$ cat config.mk
export PLATFORM = sky130hd
export DESIGN_NAME = irq_ctrl
export DESIGN_NICKNAME = d
export VERILOG_FILES = /design/src/rtl/irq_ctrl.sv
export SDC_FILE = /design/constraint.sdc
export NUM_CORES = 1
export LEC_CHECK = 0
export BUFFER_PORTS_ARGS = -buffer_cell sky130_fd_sc_hd__buf_2
export CAP_MARGIN = 30
export CORE_ASPECT_RATIO = 0.9
export CORE_UTILIZATION = 39
export CTS_CLUSTER_DIAMETER = 100
export CTS_CLUSTER_SIZE = 20
export DETAILED_ROUTE_END_ITERATION = 8
export HOLD_SLACK_MARGIN = 0.03
export PLACE_DENSITY = 0.72
export SLEW_MARGIN = 20
export SYNTH_ARGS = -nofsm -noshare
export SYNTH_HDL_FRONTEND = slang
export SYNTH_HIERARCHICAL = 1
export SYNTH_SLANG_ARGS = --single-unit
$ cat constraint.sdc
create_clock -name clk -period 1.8 [get_ports clk]
set_clock_uncertainty 0.1 [all_clocks]
set_input_delay 0.36 -clock clk [delete_from_list [all_inputs] [get_ports clk]]
set_output_delay 0.36 -clock clk [all_outputs]
set_load 0.005 [all_outputs]
$ cat src/rtl/irq_ctrl.sv
// irq_ctrl: 4-source exception controller. It holds pending request bits,
// applies a mask, and dispatches the highest-priority unmasked source
// (bit0 first) to a fixed vector. One exception is serviced at a time:
// IDLE -> VECTOR (one-cycle redirect) -> HANDLER -> IDLE on rti.

// One sticky pending bit. A new request in the same cycle as its clear wins.
module irq_ctrl_pend_bit (
  input  logic clk,
  input  logic rst,
  input  logic req,
  input  logic clr,
  output logic q
);

  // Set on request, drop on dispatch clear, unless re-requested this cycle
  always_ff @(posedge clk) begin
    if (rst) q <= 1'b0;
    else     q <= req | (q & ~clr);
  end

endmodule

module irq_ctrl #(
  parameter int NUM_SRC = 4,
  parameter int PC_W    = 16
) (
  input  logic               clk,
  input  logic               rst,
  input  logic [NUM_SRC-1:0] src_req,
  input  logic               cfg_we,
  input  logic [NUM_SRC-1:0] cfg_mask,
  input  logic               stall,
  input  logic               miss,
  input  logic [PC_W-1:0]    cur_pc,
  input  logic               rti,
  output logic               vec_valid,
  output logic [PC_W-1:0]    vec_addr,
  output logic [PC_W-1:0]    epc,
  output logic [1:0]         cause,
  output logic               in_handler,
  output logic [NUM_SRC-1:0] pending,
  output logic [NUM_SRC-1:0] mask
);

  typedef enum logic [1:0] {
    IDLE    = 2'd0,
    VECTOR  = 2'd1,
    HANDLER = 2'd2
  } state_t;

  state_t             state_q, state_d;
  logic [NUM_SRC-1:0] pend_act;
  logic [NUM_SRC-1:0] clr_vec;
  logic [1:0]         win_idx;
  logic               grant;

  // Fixed handler table; sources 1 and 3 share a handler
  function automatic logic [PC_W-1:0] vec_of(input logic [1:0] idx);
    case (idx)
      2'd0:    vec_of = 16'h0030;
      2'd1:    vec_of = 16'h0090;
      2'd2:    vec_of = 16'h0100;
      default: vec_of = 16'h0090;
    endcase
  endfunction

  // Pending bits live in per-source cells; the register value is the output
  for (genvar g = 0; g < NUM_SRC; g++) begin : g_pend
    irq_ctrl_pend_bit u_pend (
      .clk (clk),
      .rst (rst),
      .req (src_req[g]),
      .clr (clr_vec[g]),
      .q   (pending[g])
    );
  end

  // Grant uses the registered mask, so a mask write only takes effect next cycle
  assign pend_act = pending & ~mask;
  assign grant    = (state_q == IDLE) && (|pend_act) && !stall && !miss;

  // Lowest-index active source wins: scan high to low, last hit sticks
  always_comb begin
    win_idx = 2'd0;
    for (int i = NUM_SRC - 1; i >= 0; i--)
      if (pend_act[i]) win_idx = 2'(i);
  end

  // Clear only the dispatched source
  always_comb begin
    clr_vec = '0;
    if (grant) clr_vec[win_idx] = 1'b1;
  end

  // State register
  always_ff @(posedge clk) begin
    if (rst) state_q <= IDLE;
    else     state_q <= state_d;
  end

  // Next state: VECTOR lasts exactly one cycle; no dispatch from HANDLER
  always_comb begin
    state_d = state_q;
    case (state_q)
      IDLE:    if (grant) state_d = VECTOR;
      VECTOR:  state_d = HANDLER;
      HANDLER: if (rti)   state_d = IDLE;
      default: state_d = IDLE;
    endcase
  end

  // Moore outputs decoded from state
  always_comb begin
    vec_valid  = 1'b0;
    in_handler = 1'b0;
    case (state_q)
      VECTOR:  vec_valid  = 1'b1;
      HANDLER: in_handler = 1'b1;
      default: ;
    endcase
  end

  // Mask register; resets to all-masked
  always_ff @(posedge clk) begin
    if (rst)         mask <= '1;
    else if (cfg_we) mask <= cfg_mask;
  end

  // Exception context captured on grant, held until the next grant
  always_ff @(posedge clk) begin
    if (rst) begin
      epc      <= '0;
      cause    <= '0;
      vec_addr <= '0;
    end else if (grant) begin
      epc      <= cur_pc;
      cause    <= win_idx;
      vec_addr <= vec_of(win_idx);
    end
  end

endmodule
Word-level counts from Yosys, hierarchy flattened
Index checks and enable logic that the tools add are counted.
{"block": "totals", "word_cells": 53, "register_bits": 44, "input_bits": 30}
{"block": "classes", "muxes": 13, "n_bitwise": 14, "reduce_logical": 10, "n_eq_ne": 5, "magnitude_cmp": 2}
{"operator": "$pmux 9 s2", "n": 1}
{"operator": "$mux 2", "n": 6}
{"operator": "$pmux 2 s3", "n": 1}
{"operator": "$and 1x1->1", "n": 4}
{"operator": "$and 4x4->4", "n": 1}
{"operator": "$eq 2x2->1 const B", "n": 2}
{"operator": "$logic_and 1x1->1", "n": 4}
{"operator": "$logic_not 2->1", "n": 2}
{"operator": "$mux 4", "n": 1}
{"operator": "$ne 2x2->1 const B", "n": 2}
{"operator": "$not 1->1", "n": 4}
{"operator": "$not 4->4", "n": 1}
{"operator": "$or 1x1->1", "n": 4}
{"operator": "$reduce_or 4->1", "n": 1}
{"operator": "$lt 2x3->1 const B", "n": 1}
{"operator": "$mux 1", "n": 3}
{"operator": "$demux 1 s2", "n": 1}
{"operator": "$eq 2x1->1 const B", "n": 1}
{"operator": "$ge 2x1->1 const B", "n": 1}
{"operator": "$logic_not 1->1", "n": 2}
{"operator": "$reduce_and 2->1", "n": 1}

Longest topological paths before layout
Gate-level depths: netlist of run 1.
{"block": "depth", "word_depth": 14, "mapped_depth": 7, "depth_no_buf": 6}

Hierarchy
Netlist of run 1, hierarchy kept.
{"mod": "irq_ctrl", "cells_each": 139, "area_each_um2": 1147.4, "instances": 1}
{"mod": "irq_ctrl_pend_bit", "cells_each": 4, "area_each_um2": 38.8, "instances": 4}

Worst setup path before layout of run 1
No wires, ideal clock.
{"block": "synth_timing", "path_type": "input to register", "start": "input stall", "end": "register g_pend[2].u_pend.q", "required_time_ps": 1587, "arrival_time_ps": 1642, "n_path_buf": 1, "cell_stages": 7, "path_slack_ps": -56, "cell_sequence": "or4_1 -> buf_2 -> nand3b_1 -> or2_2 -> inv_1 -> nand2b_1 -> a21oi_2"}
{"block": "synth_via", "elab_chain_len": 7}
{"item": "start, declared", "line": "32", "source": "input logic stall,"}
{"item": "$logic_not 1->1", "line": "80", "source": "assign grant = (state_q == IDLE) && (|pend_act) && !stall && !miss;"}
{"item": "$logic_and 1x1->1 (2 in series)", "line": "80"}
{"item": "$mux 4", "line": "92", "source": "if (grant) clr_vec[win_idx] = 1'b1;"}
{"item": "via clr_vec[2]", "line": "53", "source": "logic [NUM_SRC-1:0] clr_vec;"}
{"item": "$not 1->1", "line": "18", "source": "else q <= req | (q & ~clr);"}
{"item": "$and 1x1->1", "line": "18"}
{"item": "$or 1x1->1", "line": "18"}
{"item": "end signal, assigned", "line": "18"}
{"item": "end, declared", "line": "12", "source": "output logic q"}
The timed path passes the listed nets, and every way through them passes these cells.
A chain may end at the register's enable or synchronous reset.

Final worst setup path of run 1
{"block": "layout_timing", "start": "register state_q[1]", "end": "register g_pend[2].u_pend.q"}
{"block": "layout_via", "elab_chain_len": 8}
{"item": "start, declared", "line": "51", "source": "state_t state_q, state_d;"}
{"item": "start signal, assigned", "line": "98", "source": "else state_q <= state_d;"}
{"item": "$logic_not 2->1", "line": "80"}
{"item": "$logic_and 1x1->1 (3 in series)", "line": "80"}
{"item": "$mux 4", "line": "92"}
{"item": "via clr_vec[2]", "line": "53"}
{"item": "$not 1->1", "line": "18"}
{"item": "$and 1x1->1", "line": "18"}
{"item": "$or 1x1->1", "line": "18"}
The timed path passes the listed nets, and every way through them passes these cells.

==> impl_metrics.py, run 1 <==
metrics = {
    "yosys": {
        "synth_edf_count": 0,
        "yosys.area.top_type": "dfxtp_1",
        "synthCells": 155,
        "async_flop_share_pct": 0,
        "synthTopCellsByArea": "dfxtp_1 (48%), nand2_1 (9.8%), a21oi_1 (8.8%), buf_4 (7.5%), nand2b_1 (4.3%)",
        "ys_types": 21,
        "synth_top_area_share_pct": 47.6,
        "post-synth-top-count-cell": "nand2_1",
        "yosysWarnings": 6,
        "ys_top_cells_by_count": "nand2_1 (34), dfxtp_1 (31), a21oi_1 (23)",
        "synth_area_per_cell_um2": 8.40,
        "synth_area_um2": 1300,
        "ys_ff_latch": 31,
        "synth_ff_type": "dfxtp_1",
        "ys_seq_area_share_pct": 47.6,
    },
    "timing": {
        "rsz0062_at_grt": "yes",
        "hold_viol": 0,
        "fmax_mhz": 569,
        "setup_viol": 0,
        "whs_ns": 0.184,
        "slew_headroom_pct": 57.9,
        "worstMarginPinSlew_ns": 0.631,
        "fin_crit_ns": 1.76,
        "min_period_over_period_pct": 97.7,
        "drv_slew": 0,
    },
    "setup_path": {
        "path_buf_inv": 1,
        "cp-start-kind": "flip-flop",
        "crit_family": "simple AND/OR/NAND/NOR gates",
        "critPathSlowestCell": "or4_4",
        "crit_fanout": 4,
        "path_cells": "or4_4, nand3b_1, or2_4, inv_2, nand2b_4, a21oi_2",
        "worstSetupPathType": "reg -> reg",
        "crit_arrival_ns": 1.80,
        "critPathCaptureType": "flip-flop",
        "r2r-start": "state_q[1]$_SDFFE_PP0P_",
        "critPathMaxStageDelay_ns": 0.54,
        "crit_required_ns": 1.84,
        "crit_path_start": "state_q[1]$_SDFFE_PP0P_",
    },
    "grt": {
        "busiest_layer": "met2",
        "grt.overflow.total": 0,
        "met3_usage_pct": 6.71,
        "antenna_found_initial": 0,
        "grt_max_degree": 32,
        "met2_usage_pct": 25.5,
        "grt_use_met1_pct": 18.6,
        "grt_pass1_wl_um": 4330,
        "first_global_vias": 1025,
        "grtUsageTotal_pct": 15.7,
    },
    "clock_tree": {
        "clk_path_buf_depth": 2,
        "hold_buffers": 0,
        "cts_tree": "done",
        "htreeDepth": 2,
        "clk_pin_slew_ns": 0.06,
        "root_buffer": "clkbuf_8",
        "clk_latency_ns": 0.27,
        "cts_buffers": 5,
        "cts_setup_buffers": 0,
        "ctsResizeCount": 0,
        "cts_sinks": 31,
    },
    "drt": {
        "wl_per_cell_um": 10.1,
        "drt_iter0_markers": 32,
        "dr_total_vias": 1167,
        "wirelength_um": 2640,
        "final_antenna_net_count": 0,
        "drc": 0,
        "dr.pass1.iters": 4,
        "via_per_inst": 4.45,
    },
    "outcome": {
        "status": "finished clean",
    },
    "layout": {
        "final_nets": 251,
        "fin_util_pct": 55.8,
        "stdcell_area_um2": 1740,
        "drive_gt1_share_pct": 39.5,
        "antennaDiodeCount": 0,
        "num-fill-cells": 305,
        "syn2layout_area_growth_pct": 33.4,
    },
    "power_and_ir_drop": {
        "power_density_nw_per_um2": 796,
        "p_leak_nw": 0.821,
        "ir_drop_uv": 593,
    },
    "placed_design": {
        "io_buffers": 61,
        "place_area_um2": 1620,
        "gp_congestion": 0.701,
        "post-dp-hpwl_um": 1900,
    },
    "floorplan": {
        "fp-row-count": 19,
        "die_w_um": 62.9,
        "die-area_um2": 3580,
        "core_area_um2": 3110,
        "initial_utilization_pct": 41.8,
        "fp.dieH_um": 56.8,
        "ioPinCount": 74,
    },
    "flow_run": {
        "maxCapViolCount": 0,
    },
    "min_path": {
        "min-delay-path-class": "in -> reg",
        "hold_start": "cfg_mask[0]",
    },
}
layout by cell type, fill, tap and decap left out:
master,netlist,routed
a211o_1,5,5
a21oi_1,23,21
a21oi_2,4,6
a41o_1,1,1
a41oi_4,1,1
buf_2,2,61
buf_4,13,5
buf_6,1,3
clkbuf_1,4,1
clkbuf_8,0,5
conb_1,1,12
dfxtp_1,31,30
dfxtp_2,0,1
inv_1,6,5
inv_2,0,1
nand2_1,34,33
nand2_4,0,1
nand2b_1,9,8
nand2b_4,0,1
nand3b_1,1,1
nor2_1,6,6
nor2b_1,7,7
nor3_1,3,3
or2_4,0,1
or4_4,0,1
area by class of cell:
class                      count  area (um2)  share of cell area (%)
multi-input combinational    108         592                    34.1
inverter                       6        22.5                    1.30
sequential                    31         622                    35.8
tap                           42        52.6                    3.02
timing repair buffer          69         377                    21.7
clock buffer                   6        72.6                    4.18
where the power goes:
| part | internal, mW | switching, mW |
|---|---|---|
| Sequential | 0.715 | 0.0164 |
| Combinational | 0.0858 | 0.0865 |
| Clock | 0.257 | 0.223 |
sequential cells by signal (all words and copies together) (netlist names):
name,flops
state_q,2
epc,16
mask,4
g_pend.u_pend/q,4
cause,2
vec_addr,3
cell families after synthesis:
kind of cell / count (synthesis) / synth area share, %
flops: 31 / 47.6
other cells: 1 / 0.288
compound gates: 34 / 17.8
simple gates: 62 / 22.0
buf+inv: 27 / 12.3
final timing paths:
kind	slack [ns]	depth (start not counted)	to
worst min-delay path	0.18	2	mask[0]$_SDFFE_PP1P_
worst max-delay path	0.04	6	g_pend[2].u_pend/q$_SDFF_PP0_
worst max register to register	0.04	6	g_pend[2].u_pend/q$_SDFF_PP0_
worst min register to register	0.35	2	epc[2]$_SDFFE_PP0P_
routing by layer:
metal / wire length (um) / share of wire (%)
met2: 1210 / 46
met3: 180 / 6.8
met1: 1240 / 47
met4: 16 / 0.61
met5: 0 / 0
metrics by stage:
step	TNS, ns	total power, mW	instances	worst slack [ns]
finish	0	1.38	262	0.0418
global route	-0.237	1.46	262	-0.0388
CTS	0	1.39	261	0.0194
detailed placement	-0.734	0.910	255	-0.0681
global placement	-0.370	0.909	255	-0.0546
floorplan	0	0.852	166	0.0116
Power figures use the tool's default switching activity.
==> run 2, diff against run 1 <==
PLACE_DENSITY = 0.75   (was 0.72)
SLEW_MARGIN = 0   (was 20)
clock period = 1.5 ns   (was 1.8 ns; I/O delays follow)
==> impl_metrics.py, run 2 (synthesis gave the netlist of run 1 again) <==
metrics = {
    "floorplan": {
        "fp-row-count": 19,
        "die_w_um": 62.9,
        "initial_utilization_pct": 41.8,
        "ioPinCount": 74,
        "die-area_um2": 3580,
        "core_area_um2": 3110,
        "fp.dieH_um": 56.8,
    },
    "drt": {
        "drc": 0,
        "wl_per_cell_um": 10.5,
        "final_antenna_net_count": 0,
        "dr_total_vias": 1222,
        "wirelength_um": 2840,
        "via_per_inst": 4.54,
        "dr.pass1.iters": 4,
        "drt_iter0_markers": 39,
    },
    "timing": {
        "fmax_mhz": 577,
        "min_period_over_period_pct": 116,
        "worstMarginPinSlew_ns": 0.650,
        "whs_ns": 0.126,
        "setup_viol": 24,
        "rsz0062_at_grt": "yes",
        "drv_slew": 0,
        "fin_crit_ns": 1.73,
        "setup_ws_ns": -0.233,
        "slew_headroom_pct": 56.7,
        "hold_viol": 0,
        "tns_ns": -4.70,
    },
    "layout": {
        "antennaDiodeCount": 0,
        "stdcell_area_um2": 1830,
        "final_common_cell": "buf_2",
        "finalNonFillerCells": 269,
        "regMostFlops": "epc",
        "drive_gt1_share_pct": 44.5,
        "mostFrequentLayoutCells": "buf_2 (61), nand2_1 (30), dfxtp_1 (30)",
        "final_nets": 256,
        "fin_util_pct": 58.9,
        "syn2layout_area_growth_pct": 40.8,
        "largest_reg_flops": 16,
        "reg_top3": "epc: 16 flops, g_pend.u_pend/q: 4 flops, mask: 4 flops",
    },
    "setup_path": {
        "cp-start-kind": "flip-flop",
        "crit_top_cell": "buf_6",
        "critPathCaptureType": "flip-flop",
        "worstSetupPathType": "reg -> reg",
        "crit_family": "simple AND/OR/NAND/NOR gates",
        "crit_end": "epc[12]$_SDFFE_PP0P_",
        "path_cells": "or4_4, buf_6, a41oi_4, buf_6, nand2_1, a21oi_2",
        "crit_fanout": 7,
        "reg2reg_slack_ns": -0.23,
        "crit_required_ns": 1.60,
        "ff2ff_path_depth": 6,
        "crit_arrival_ns": 1.83,
        "regToRegEndpoint": "epc[12]$_SDFFE_PP0P_",
        "cp.depth": 6,
        "r2r-start": "state_q[1]$_SDFFE_PP0P_",
        "critPathSlowestCell": "or4_4",
        "crit_path_start": "state_q[1]$_SDFFE_PP0P_",
        "critPathMaxStageDelay_ns": 0.52,
        "path_buf_inv": 2,
    },
    "clock_tree": {
        "cts_sinks": 31,
        "cts_buffers": 5,
        "cts_tree": "done",
        "htreeDepth": 2,
        "clk_pin_slew_ns": 0.06,
        "hold_buffers": 0,
        "clk_path_buf_depth": 2,
        "clk_latency_ns": 0.28,
        "root_buffer": "clkbuf_8",
    },
    "grt": {
        "met2_usage_pct": 26.9,
        "first_global_vias": 1054,
        "busiest_layer": "met2",
        "grt_use_met1_pct": 20.0,
        "antenna_found_initial": 0,
        "grtUsageTotal_pct": 16.6,
        "met3_usage_pct": 4.47,
        "grt.overflow.total": 0,
        "grt_pass1_wl_um": 4570,
        "grt_max_degree": 32,
    },
    "placed_design": {
        "dpl.cell_count": 259,
        "post-dp-hpwl_um": 1900,
        "gp_congestion": 0.721,
        "place_area_um2": 1660,
        "io_buffers": 61,
    },
    "power_and_ir_drop": {
        "ir_drop_uv": 520,
        "power_density_nw_per_um2": 932,
        "p_leak_nw": 0.867,
    },
    "flow_run": {
        "maxCapViolCount": 0,
    },
    "min_path": {
        "min-delay-path-class": "in -> reg",
        "worstHoldPathCells": 2,
    },
    "outcome": {
        "violations": "negative setup slack",
        "status": "complete, but fails checks",
    },
}
run 2: worst min-delay path by stage:
| stage | startpoint | endpoint | slack, ns |
|---|---|---|---|
| finish | cfg_mask[2] | mask[2]$_SDFFE_PP1P_ | 0.13 |
| CTS | cfg_mask[2] | mask[2]$_SDFFE_PP1P_ | 0.12 |
| global placement | epc[7]$_SDFFE_PP0P_ | epc[7]$_SDFFE_PP0P_ | 0.34 |
| floorplan | rst | g_pend[0].u_pend/q$_SDFF_PP0_ | 0.26 |
| detailed placement | epc[11]$_SDFFE_PP0P_ | epc[11]$_SDFFE_PP0P_ | 0.35 |
| global route | cfg_mask[2] | mask[2]$_SDFFE_PP1P_ | 0.14 |
run 2: final cells by class:
cell class	count	area, um2
inverter	6	22.5
timing repair buffer	74	429
fill	321	1280
tap	42	52.6
multi-input combinational	108	627
clock inverter	1	5.00
clock buffer	7	76.3
sequential	31	622
run 2: report_power, final:
part,switching (mW),internal (mW)
clock,0.276,0.324
combinational,0.113,0.118
sequential,0.0202,0.858
run 2: what timing repair did:
item / CTS / global route
setup buffers: 1 / 0
hold endpoints to repair: 0 / 0
pin swaps: 3 / 6
gates cloned: 1 / 0
setup endpoints to repair: 24 / 25
gates resized for setup: 10 / 11
run 2: metrics by stage:
step	power, mW	setup slack, ns
3_5_place_dp	1.10	-0.375
5_1_grt	1.80	-0.302
2_1_floorplan	1.03	-0.267
4_1_cts	1.73	-0.216
3_3_place_gp	1.10	-0.344
6_report	1.71	-0.233
run 2: routing by layer:
metal	wire length, um	share of wire [%]	vias up
met2	1330	47	40
met4	47	1.7	0
met5	0	0	-
met3	161	5.7	8
met1	1300	46	554
li1	-	-	620
